===== src/rtl/io_channel_bank.sv =====
// io_channel_bank: per-channel input capture registers and output FIFOs, addressed by a core read/write port
module io_channel_bank #(
  parameter int NUM_CH = 8,
  parameter int DATA_W = 15,
  parameter int FIFO_DEPTH = 4,
  parameter logic [NUM_CH-1:0] CH_DIR = 8'hF0,
  localparam int SEL_W = $clog2(NUM_CH)
) (
  input  logic                     clock,
  input  logic                     reset_n,
  input  logic [SEL_W-1:0]         IO_read_sel,
  input  logic                     IO_read_en,
  output logic [DATA_W-1:0]        IO_read_data,
  input  logic                     IO_write_en,
  input  logic [SEL_W-1:0]         IO_write_sel,
  input  logic [DATA_W-1:0]        IO_write_data,
  output logic                     stall,
  output logic [NUM_CH-1:0]        out_valid,
  output logic [NUM_CH*DATA_W-1:0] out_data,
  input  logic [NUM_CH-1:0]        out_ready,
  input  logic [NUM_CH-1:0]        in_strobe,
  input  logic [NUM_CH*DATA_W-1:0] in_data,
  input  logic [NUM_CH-1:0]        irq_en,
  output logic                     irq,
  output logic [NUM_CH-1:0]        overrun
);
  localparam int PW = $clog2(FIFO_DEPTH);
  localparam logic [SEL_W:0] NCH = NUM_CH[SEL_W:0];
  localparam logic [PW:0] FULL = FIFO_DEPTH[PW:0];
  logic [NUM_CH-1:0] w_pend, w_block;
  logic [DATA_W-1:0] w_rd [NUM_CH];
  logic r_irq;
  assign stall = |w_block;
  assign IO_read_data = ({1'b0, IO_read_sel} < NCH) ? w_rd[IO_read_sel] : '0;
  assign irq = r_irq;
  // interrupt line follows enabled pending inputs one cycle later
  always_ff @(posedge clock) r_irq <= reset_n ? |(w_pend & irq_en) : 1'b0;
  for (genvar i = 0; i < NUM_CH; i++) begin : g_ch
    if (CH_DIR[i]) begin : g_out
      logic [DATA_W-1:0] r_mem [FIFO_DEPTH];
      logic [DATA_W-1:0] r_shadow;
      logic [PW-1:0] r_wp, r_rp;
      logic [PW:0] r_cnt;
      logic w_hit, w_pop, w_push;
      assign w_hit = IO_write_en && IO_write_sel == SEL_W'(i);
      assign w_pop = (r_cnt != '0) && out_ready[i];
      assign w_push = w_hit && (r_cnt != FULL || w_pop);
      assign w_block[i] = w_hit && r_cnt == FULL && !w_pop;
      assign out_valid[i] = r_cnt != '0;
      assign out_data[i*DATA_W +: DATA_W] = r_mem[r_rp];
      assign w_rd[i] = r_shadow;
      assign w_pend[i] = 1'b0;
      assign overrun[i] = 1'b0;
      // FIFO storage, wrapping pointers, occupancy and shadow copy of the last accepted word
      always_ff @(posedge clock)
        if (!reset_n) begin
          for (int k = 0; k < FIFO_DEPTH; k++) r_mem[k] <= '0;
          r_shadow <= '0;
          r_wp <= '0;
          r_rp <= '0;
          r_cnt <= '0;
        end else begin
          if (w_push) begin
            r_mem[r_wp] <= IO_write_data;
            r_shadow <= IO_write_data;
            r_wp <= r_wp + PW'(1);
          end
          if (w_pop) r_rp <= r_rp + PW'(1);
          r_cnt <= r_cnt + (PW+1)'(w_push) - (PW+1)'(w_pop);
        end
    end else begin : g_in
      logic [DATA_W-1:0] r_data;
      logic r_pend, r_ovr;
      assign out_valid[i] = 1'b0;
      assign out_data[i*DATA_W +: DATA_W] = '0;
      assign w_block[i] = 1'b0;
      assign w_rd[i] = r_data;
      assign w_pend[i] = r_pend;
      assign overrun[i] = r_ovr;
      // capture on strobe; a strobe always beats a same-cycle read, and hitting a pending word is sticky overrun
      always_ff @(posedge clock)
        if (!reset_n) begin
          r_data <= '0;
          r_pend <= 1'b0;
          r_ovr <= 1'b0;
        end else begin
          if (in_strobe[i]) begin
            r_data <= in_data[i*DATA_W +: DATA_W];
            r_ovr <= r_ovr | r_pend;
          end
          r_pend <= in_strobe[i] | (r_pend & !(IO_read_en && IO_read_sel == SEL_W'(i)));
        end
    end
  end
endmodule


===== config.mk =====
export PLATFORM = sky130hd
export DESIGN_NAME = io_channel_bank
export DESIGN_NICKNAME = d
export VERILOG_FILES = /design/src/rtl/io_channel_bank.sv
export SDC_FILE = /design/constraint.sdc
export NUM_CORES = 1
export LEC_CHECK = 0
export CAP_MARGIN = 10
export CORE_ASPECT_RATIO = 1.2
export CORE_MARGIN = 2
export CORE_UTILIZATION = 48
export CTS_CLUSTER_DIAMETER = 120
export DETAILED_ROUTE_END_ITERATION = 6
export GPL_ROUTABILITY_DRIVEN = 0
export PLACE_DENSITY = 0.77
export RECOVER_POWER = 25
export SYNTH_ARGS = -nofsm -noshare
export SYNTH_HDL_FRONTEND = slang
export SYNTH_SLANG_ARGS = --single-unit

===== constraint.sdc =====
create_clock -name clock -period 3.5 [get_ports clock]
set_input_delay 1.05 -clock clock [delete_from_list [all_inputs] [get_ports clock]]
set_output_delay 1.05 -clock clock [all_outputs]
set_load 0.05 [all_outputs]

==> metrics, run 1 <==
Cell Pwr Density 630 nW/um^2; Post-Route WL 45.2 mm; # rows 78; Root Driver clkbuf_16; Post-Synth Adder-Cell Area 0.00985; I/O pin count 322; Pleak 0.00821 uW; PortBufs 181; Synth Area in Simple Gates 0.140; Slew HR -0.207; clock slew at the register clock pins of the worst setup and hold paths 0.07 ns; CP endpoint stall; Setup CP Type in2out; Total GRT Usage 0.227; drt via density 5.65; CTS tree yes; final hold vios 0; crit path DAT 2.43 ns; Ys Warns 0; RSZ-0062 raised after global routing no; Vias 12.2k; leading area contributor after synthesis edfxtp_1; R2R setup slack 0.49 ns; slowest stage cell, crit path or4b_1; max incr delay on CP 0.57 ns; Worst Path Required 2.45 ns; Finished Layout Cells 2156; CTS Buffer Depth 3; XOR/XNOR Fraction of Synth Area 0.00622; share of post-route cells with drive strength above 1 0.235; Tcrit/Tclk final 0.994; post-synth cell types 55; largest family of logic cells by synthesized area multiplexers; RR Startpoint g_ch[4].g_out.r_cnt[1]$_SDFF_PN0_; Sequential cell area 10500 sq um; area of the mapped netlist 18300 sq um; Core Region 37700 sq um; Top FF cell, synth edfxtp_1; top post-synthesis cells by area edfxtp_1, dfxtp_1, mux4_2, nor2_1, and2_1; largest net degree at the start of global routing 156; Critical Path Start out_ready[7]; total grt overflow 0; # fillers 2947; Worst path depth 5; post-route ant nets 0; Seq/Total Area, Yosys 0.574; DIE AREA 39700 sq um; Pins Over Slew Limit 156; Final Setup Violations 0; failing checks max-capacitance violations, max-slew violations; number of global-route vias before repair 12.5k; CP max FO 2; initial core utilization 0.486; clk_lat worst skew 0.55 ns; Hold Path Class reg2reg; initial antenna violation count 0; DIE HEIGHT 218 microns; pre-CTS setup slack -0.312 ns; clock buffer count from CTS 40; mux share of post-synthesis cell area 0.153; Post-Place Cells 2081; count leader, synth edfxtp_1; Max Freq 287 MHz; global-route wire length before repair 69.6 mm; ant diodes 0; post-layout minimum cycle time 3.48 ns; worst slew pin tran 1.81 ns; CP Buf/Inv Count 2; VDD IR max 0.473 mV; cell family with most CP delay simple AND/OR/NAND/NOR gates; worst setup margin 0.0198 ns; asr flop ratio synth 0; Critical Path Start Type input port; Crit. End Element output pin; DRC 0; worst path cell trace dlygate4sd2_1 > or4b_1 > o22ai_2 > o311a_1 > buf_12; commonest cells in the netlist edfxtp_1, nor2_1, dfxtp_1, and2_1, mux4_2; wire per inst 21.0 microns; syn avg cell area 12.7 sq um; Die Wd 182 microns; Area growth, synth to finish 19.4%; top-area cell type share of the netlist area 0.394; reg2reg end g_ch[4].g_out.r_cnt[2]$_SDFF_PN0_; Post-Synthesis Cells 1446; CTS Sinks 405; iteration-0 DRC count of the detailed router 1082; NumNets Final 1826; number of synthesized flops with an enable pin 240; complex-gate fraction of the synthesized area 0.0483; Worst Skew 0.0170 ns; max_cap viols 1; DP Wirelength 30.3 mm; reg2reg path depth 11; H-tree depth 2; status finished with violations; Synth Register Bits 405; DR pass1 iterations 5; area of the multi-input gates 6850 sq um
[what timing repair did]
item	4_1_cts	5_1_grt
pin swaps	4	3
gates resized for setup	14	3
endpoints found under the setup margin	2	3
setup buffers	2	0
hold buffers	0	0
[kinds of logic (layout without fill, tap and decap cells)]
family | after synthesis | in the layout
AOI/OAI and AO/OA | 164 | 164
xor gates and xnor gates | 13 | 13
adders and majority gates | 12 | 12
buffers and inverters | 207 | 370
DFF | 405 | 405
muxes | 165 | 165
other | 1 | 68
and+or+nand+nor | 479 | 479
[metal layers]
metal / track usage / part of all wire / wire (microns)
met5: 0 / 0 / 0
met4: 0.0860 / 0.035 / 1570
met3: 0.0418 / 0.084 / 3800
met2: 0.408 / 0.51 / 23200
met1: 0.270 / 0.37 / 16600
[layout make-up]
type                    count  share of cell area
flip-flops and latches    405               0.481
inverters                  14             0.00246
clock inverters            26              0.0128
multi-input cells         901               0.314
well taps                 480              0.0275
clock buffers              47              0.0475
repair buffers            283               0.115
[cell usage in the layout (no fill, tap or decap), types with 26 or more instances in the layout]
cell type	count
conb_1	68
clkdlybuf4s50_1	98
edfxtp_1	240
nand2_1	26
mux4_2	90
and2_1	99
nand3_1	64
a21oi_1	74
clkbuf_16	40
mux2i_1	60
o21ai_0	64
dfxtp_1	165
nor2_1	212
buf_4	152
[stage by stage]
step | setup TNS (ns) | instance area, sq um | hold slack, ns | utilization | power, uW
6_report | 0 | 21800 | 0.476 | 0.580 | 13800
5_1_grt | 0 | 21800 | 0.496 | 0.580 | 14300
4_1_cts | 0 | 21900 | 0.475 | 0.581 | 13800
3_5_place_dp | -1.21 | 20500 | 0.460 | 0.545 | 9530
3_3_place_gp | -1.07 | 20500 | 0.457 | 0.545 | 9450
2_1_floorplan | 0 | 18600 | 0.438 | - | 8410
[worst min path at each step]
stage	from	to	slack, ns	cells after the start
2_1_floorplan	g_ch[0].g_in.r_ovr$_SDFFE_PN0P_	g_ch[0].g_in.r_ovr$_SDFFE_PN0P_	0.44	2
3_3_place_gp	g_ch[6].g_out.r_shadow[7]$_SDFFE_PN0P_	g_ch[6].g_out.r_shadow[7]$_SDFFE_PN0P_	0.46	2
3_5_place_dp	g_ch[0].g_in.r_ovr$_SDFFE_PN0P_	g_ch[0].g_in.r_ovr$_SDFFE_PN0P_	0.46	2
4_1_cts	g_ch[4].g_out.r_shadow[1]$_SDFFE_PN0P_	g_ch[4].g_out.r_shadow[1]$_SDFFE_PN0P_	0.47	2
5_1_grt	g_ch[7].g_out.r_shadow[6]$_SDFFE_PN0P_	g_ch[7].g_out.r_shadow[6]$_SDFFE_PN0P_	0.50	2
6_report	g_ch[7].g_out.r_shadow[8]$_SDFFE_PN0P_	g_ch[7].g_out.r_shadow[8]$_SDFFE_PN0P_	0.48	2
[flip-flops by register name, summed over array words and instances (netlist names), named ones only]
register / count
irq: 1
g_ch.g_out.r_mem: 240
g_ch.g_out.r_shadow: 60
g_ch.g_in.r_data: 60
g_ch.g_out.r_rp: 8
g_ch.g_out.r_wp: 8
g_ch.g_in.r_pend: 4
g_ch.g_in.r_ovr: 4
g_ch.g_out.r_cnt: 12
[report_power, final]
group / total [uW] / internal (uW) / switching (uW)
sequential: 5620 / 5350 / 269
clock: 4340 / 2510 / 1840
combinational: 3800 / 1400 / 2400
total: 13800 / 9260 / 4500
[worst reg2reg max path: stages, from the launching register on]
cell	delay, ns
dfxtp_1	0.39
or4b_4	0.60
clkbuf_1	0.41
nand2_2	0.18
ha_1	0.24
inv_1	0.06
ha_1	0.13
inv_1	0.05
fa_1	0.37
xor2_1	0.20
and2_1	0.16
nor3_1	0.04
Note: power is estimated with default switching activity, not from simulation.
==> inputs of run 2 (changes only) <==
- MAX_ROUTING_LAYER: default -> met4
==> run 2 against run 1 <==
Compared with the run above:
- the flow still finishes with violations (max-capacitance violations, max-slew violations)
- wire length shrank 0.21%
- sequential power is essentially flat
- non-clock buffer count is the same
- combinational power is essentially flat
- clock skew is essentially flat
- count of clock-buffer cells in the layout is the same
- critical path depth is the same
- critical path type unchanged
- largest cell class unchanged
- highest routed layer unchanged
==> metrics, run 2 (same netlist as run 1, synthesis figures left out) <==
Crit. End Element output pin; ant diodes 0 (unchanged); Worst Path Required 2.45 ns (about the same); post-layout minimum cycle time 3.49 ns (+0.00794 ns); Slew HR -0.198 (+0.00873); status finished with violations; top sig layer met4; crit path DAT 2.44 ns (about the same); Setup CP Type in2out; DIE HEIGHT 218 microns (unchanged); Finished Layout Cells 2156 (unchanged); clock buffer count from CTS 40 (unchanged); DR pass1 iterations 5 (unchanged); # fillers 2947 (unchanged); clock slew at the register clock pins of the worst setup and hold paths 0.06 ns (about the same); Pins Over Slew Limit 156 (unchanged); CTS tree yes; wire per inst 20.9 microns (-0.21%); commonest non-fill, non-tap cell in the layout edfxtp_1; I/O pin count 322 (unchanged); Post-Place Cells 2081 (unchanged); Cell Pwr Density 629 nW/um^2 (about the same); failing checks max-capacitance violations, max-slew violations; Pleak 0.00821 uW (unchanged); fin area 21800 sq um (unchanged); H-tree depth 2 (unchanged); initial core utilization 0.486 (unchanged); Total GRT Usage 0.234 (+0.00666); worst path cell trace dlygate4sd2_1 > or4b_1 > o22ai_2 > o311a_1 > buf_12; wire length on met2 23.2 mm (-0.14%); most frequent cells in the layout edfxtp_1, nor2_1, dfxtp_1, buf_4, and2_1; Final Util 0.580 (unchanged); global-route wire length before repair 69.4 mm (-0.21%); top flop regs g_ch.g_out.r_mem (240), g_ch.g_in.r_data (60), g_ch.g_out.r_shadow (60); DP Wirelength 30.3 mm (unchanged); Fin Hold WS 0.476 ns (-0.000308 ns); Vias 12.2k (+0.25%); CTS Sinks 405 (unchanged); Die Wd 182 microns (unchanged); reg2reg path depth 6 (-5); Worst Skew 0.0167 ns (-0.000250 ns); Core Region 37700 sq um (unchanged); Hold Path Class reg2reg; PortBufs 181 (unchanged); iteration-0 DRC count of the detailed router 1146 (+5.9%); initial antenna violation count 0 (unchanged); Final Setup Violations 0 (unchanged); drt via density 5.66 (+0.25%); Critical Path Start out_ready[7]; M1 WL 16.3 mm (-1.9%); CP max FO 2 (unchanged); max incr delay on CP 0.57 ns (about the same); slowest stage cell, crit path or4b_1; Area growth, synth to finish 19.4% (unchanged); largest net degree at the start of global routing 156 (unchanged); Max Freq 287 MHz (-0.23%); Root Driver clkbuf_16; max_cap viols 1 (unchanged); dpl cell area 20500 sq um (unchanged); post-route ant nets 0 (unchanged); hold buffer count at CTS 0 (unchanged); DIE AREA 39700 sq um (unchanged); CP endpoint stall; RSZ-0062 raised after global routing no; number of global-route vias before repair 12.5k (+0.032%); RR Startpoint g_ch[4].g_out.r_cnt[1]$_SDFF_PN0_; reg2reg end g_ch[4].g_out.r_mem[0][13]$_SDFFCE_PN0P_; Post-Route WL 45.1 mm (-0.21%); worst slew pin tran 1.80 ns (-0.0131 ns); CTS Buffer Depth 3 (unchanged); met3 routed wirelength 4.06 mm (+6.7%); max reg flops 240 (unchanged); Critical Path Start Type input port; Most flops, register g_ch.g_out.r_mem; VDD IR max 0.474 mV (+0.24%); share of post-route cells with drive strength above 1 0.235 (unchanged); DRC 0 (unchanged); final hold vios 0 (unchanged); NumNets Final 1826 (unchanged); Tcrit/Tclk final 0.997 (+0.00227); clk_lat worst skew 0.56 ns (about the same); R2R setup slack 0.46 ns (-0.03 ns); # rows 78 (unchanged); total grt overflow 0 (unchanged)
[run 2: cell counts in the layout (fill, tap and decap cells not counted)]
Identical to the previous run, type by type.
[run 2: final cells by class]
| class | count | area [sq um] | area share |
|---|---|---|---|
| timing repair buffer | 283 | 2520 | 0.115 |
| clock inverter | 26 | 279 | 0.0128 |
| inverter | 14 | 53.8 | 0.00246 |
| clock buffer | 47 | 1040 | 0.0475 |
| tap | 480 | 601 | 0.0275 |
| multi-input combinational | 901 | 6850 | 0.314 |
| sequential | 405 | 10500 | 0.481 |
[run 2: critical path, delay by kind of cell]
kind | cells | cell delay (ns)
buffers and inverters | 2 | 0.41
AND/OR/NAND/NOR | 1 | 0.57
AO/OA/AOI/OAI | 2 | 0.41
[run 2: through the flow]
stage	power, uW	setup TNS, ns	worst slack [ns]
6_report	13800	0	0.0119
5_1_grt	14300	0	0.00589
4_1_cts	13800	0	0.00392
3_5_place_dp	9530	-1.21	-0.312
3_3_place_gp	9450	-1.07	-0.313
2_1_floorplan	8410	0	0.0336
[run 2: worst min-delay path by stage]
stage,to,from,cells after the start
2_1_floorplan,g_ch[0].g_in.r_ovr$_SDFFE_PN0P_,g_ch[0].g_in.r_ovr$_SDFFE_PN0P_,2
3_3_place_gp,g_ch[6].g_out.r_shadow[7]$_SDFFE_PN0P_,g_ch[6].g_out.r_shadow[7]$_SDFFE_PN0P_,2
3_5_place_dp,g_ch[0].g_in.r_ovr$_SDFFE_PN0P_,g_ch[0].g_in.r_ovr$_SDFFE_PN0P_,2
4_1_cts,g_ch[4].g_out.r_shadow[1]$_SDFFE_PN0P_,g_ch[4].g_out.r_shadow[1]$_SDFFE_PN0P_,2
5_1_grt,g_ch[7].g_out.r_shadow[6]$_SDFFE_PN0P_,g_ch[7].g_out.r_shadow[6]$_SDFFE_PN0P_,2
6_report,g_ch[7].g_out.r_shadow[7]$_SDFFE_PN0P_,g_ch[7].g_out.r_shadow[7]$_SDFFE_PN0P_,2
[run 2: what timing repair did]
action / in CTS / in global routing
endpoints found under the setup margin: 2 / 3
pin swaps: 4 / 3
buffers inserted: 2 / 0
gates resized for setup: 14 / 3
[run 2: layer usage]
metal | track usage | vias to the layer above
met3 | 0.0356 | 119
met2 | 0.407 | 676
li1 | - | 5456
met5 | - | -
met4 | 0.0866 | 0
met1 | 0.275 | 5958
[run 2: report_power, final]
part / switching (uW) / internal (uW) / leakage, uW / total (uW)
sequential: 270 / 5350 / 0.00383 / 5620
combinational: 2390 / 1400 / 0.00374 / 3790
clock: 1830 / 2510 / 0.000641 / 4340
total: 4490 / 9260 / 0.00821 / 13800
==> inputs of run 3 (changes only) <==
- CORE_UTILIZATION: 48 -> 67
- DONT_BUFFER_PORTS: default -> 1
- PLACE_DENSITY: 0.77 -> 0.83
- TNS_END_PERCENT: default -> 20
- clock period: 3.5 -> 4.3 ns (I/O delays scaled with it)
==> run 3 against run 2 <==
Compared with the run above:
- core utilization rose by 14 points
- die area fell by 28%
- sequential share of layout area rose by 6.1 points
- wire length fell by 6.0%
- global-route usage rose by 7.1 points
- critical endpoint is now g_ch[4].g_out.r_rp[1]$_SDFFE_PN0N_
- the run still ends with max-capacitance violations, max-slew violations left
- largest power group unchanged
- power fell by 23%
- non-clock buffer count fell by 244
==> metrics, run 3 (same netlist as run 1, synthesis figures left out) <==
status finished with violations; failing checks max-capacitance violations, max-slew violations; max incr delay on CP 2.14 ns (+1.57 ns); worst slew pin tran 3.12 ns (+1.32 ns); initial antenna violation count 2 (+2); RR Startpoint g_ch[7].g_out.r_cnt[1]$_SDFF_PN0_; # fillers 1705 (-42%); R2R setup slack 1.07 ns (+0.61 ns); wire per inst 24.0 microns (+15%); commonest non-fill, non-tap cell in the layout edfxtp_1; hold path depth 2 (unchanged); Cell Pwr Density 546 nW/um^2 (-13%); post-layout minimum cycle time 3.80 ns; CTS Sinks 405 (unchanged); Worst Skew 0.0158 ns (-0.000950 ns); global-route wire length before repair 64.6 mm (-6.9%); reg2reg path depth 10 (+4); share of post-route cells with drive strength above 1 0.172 (-0.0629); drt via density 6.46 (+14%); pre-CTS setup slack 0.560 ns (+0.872 ns); I/O pin count 322 (unchanged); reg2reg end g_ch[7].g_out.r_cnt[2]$_SDFF_PN0_; Total GRT Usage 0.304 (+0.0705); top flop regs g_ch.g_out.r_mem (240), g_ch.g_in.r_data (60), g_ch.g_out.r_shadow (60); slowest stage cell, crit path clkbuf_2; H-tree depth 2 (unchanged); Core Region 27000 sq um (-28%); total grt overflow 0 (unchanged); WHS Endpoint g_ch[5].g_out.r_shadow[8]$_SDFFE_PN0P_; max reg flops 240 (unchanged); clock slew at the register clock pins of the worst setup and hold paths 0.06 ns (about the same); # resized after CTS 0 (-14); CTS tree yes; Max Freq 263 MHz; NumNets Final 1580 (-13%); VDD IR max 0.400 mV (-16%); Fin Hold WS 0.474 ns (-0.00232 ns); Hold Crit Start g_ch[5].g_out.r_shadow[8]$_SDFFE_PN0P_; Critical Path Start Type input port; Vias 11.4k (-6.3%); RSZ-0062 raised after global routing no; Worst Path Required 4.51 ns (+2.06 ns); CP Buf/Inv Count 2 (unchanged); max_cap viols 1 (unchanged); DP Wirelength 27.1 mm (-11%); Die Wd 155 microns (-15%); DR pass1 iterations 6 (+1); number of global-route vias before repair 11.4k (-8.7%); worst path cell trace clkinvlp_2 > clkbuf_2 > nor2_1; crit path DAT 4.00 ns (+1.56 ns); Slew HR -1.08 (-0.883); hold buffer count at CTS 0 (unchanged); Area growth, synth to finish 6.00%; Sequential cell area 10500 sq um (unchanged); iteration-0 DRC count of the detailed router 1337 (+17%); Post-Route WL 42.4 mm (-6.0%); CP max FO 155 (+153); Tcrit/Tclk final 0.883; most frequent cells in the layout edfxtp_1, nor2_1, dfxtp_1, and2_1, mux4_2; DIE AREA 28700 sq um (-28%); final hold vios 0 (unchanged); DRC 0 (unchanged); Pins Over Slew Limit 156 (unchanged); post-route ant nets 0 (unchanged); Most flops, register g_ch.g_out.r_mem; largest net degree at the start of global routing 156 (unchanged); Crit. End Element register; initial core utilization 0.678 (+0.192); CTS Buffer Depth 3 (unchanged); clk_lat worst skew 0.53 ns (-0.03 ns); PortBufs 0 (-100%); # rows 66 (-15%); worst setup margin 0.505 ns (+0.493 ns); Final Setup Violations 0 (unchanged); Setup Buffers After CTS 0 (-2); Root Driver clkbuf_16; cell family with most CP delay buffers and inverters; DIE HEIGHT 185 microns (-15%); Pleak 0.00704 uW (-14%); area of the multi-input gates 6810 sq um (-0.64%); setup_tns 0 ns (unchanged); clock buffer count from CTS 38 (-5.0%); Hold Path Class reg2reg; Setup CP Type in2reg
-- run 3: how the worst max path moves through the flow --
| stage | from | to | slack [ns] | cells past startpoint |
|---|---|---|---|---|
| global placement | out_ready[6] | stall | 0.59 | 4 |
| finish | reset_n | g_ch[4].g_out.r_rp[1]$_SDFFE_PN0N_ | 0.50 | 3 |
| CTS | out_ready[5] | stall | 0.55 | 4 |
| global route | reset_n | g_ch[4].g_out.r_rp[1]$_SDFFE_PN0N_ | 0.36 | 3 |
| floorplan | IO_read_sel[0] | IO_read_data[10] | 0.35 | 4 |
| detailed placement | out_ready[5] | stall | 0.56 | 4 |
-- run 3: metal layers --
layer	GRT usage	vias up	routed length, microns
met5	-	-	0
met4	0.114	0	1640
met2	0.503	748	21100
met3	0.0608	130	4370
met1	0.374	5601	15300
li1	-	4958	-
-- run 3: worst min-delay path, cell delays in order (launching register included) --
cell,delay [ns]
dfxtp_1,0.31
o21ai_0,0.06
a21oi_1,0.06
-- run 3: area by class of cell --
class                   instances  area share
well taps                     340      0.0219
clock inverters                15      0.0126
repair buffers                 39      0.0148
diodes                          1    0.000129
inverters                      14     0.00277
multi-input cells             901       0.351
clock buffers                  55      0.0549
flip-flops and latches        405       0.542
-- run 3: power breakdown --
part	total [uW]	internal [uW]	switching, uW
sequential	4580	4360	227
clock	3540	2100	1440
combinational	2470	725	1740
-- run 3: through the flow --
step / area, sq um / utilization / std cells / total power (uW)
CTS: 19500 / 0.721 / 1769 / 10600
floorplan: 18600 / - / 1513 / 6850
finish: 19400 / 0.718 / 1770 / 10600
global route: 19400 / 0.718 / 1770 / 10900
global placement: 18100 / 0.672 / 1699 / 7090
detailed placement: 18100 / 0.672 / 1699 / 7140
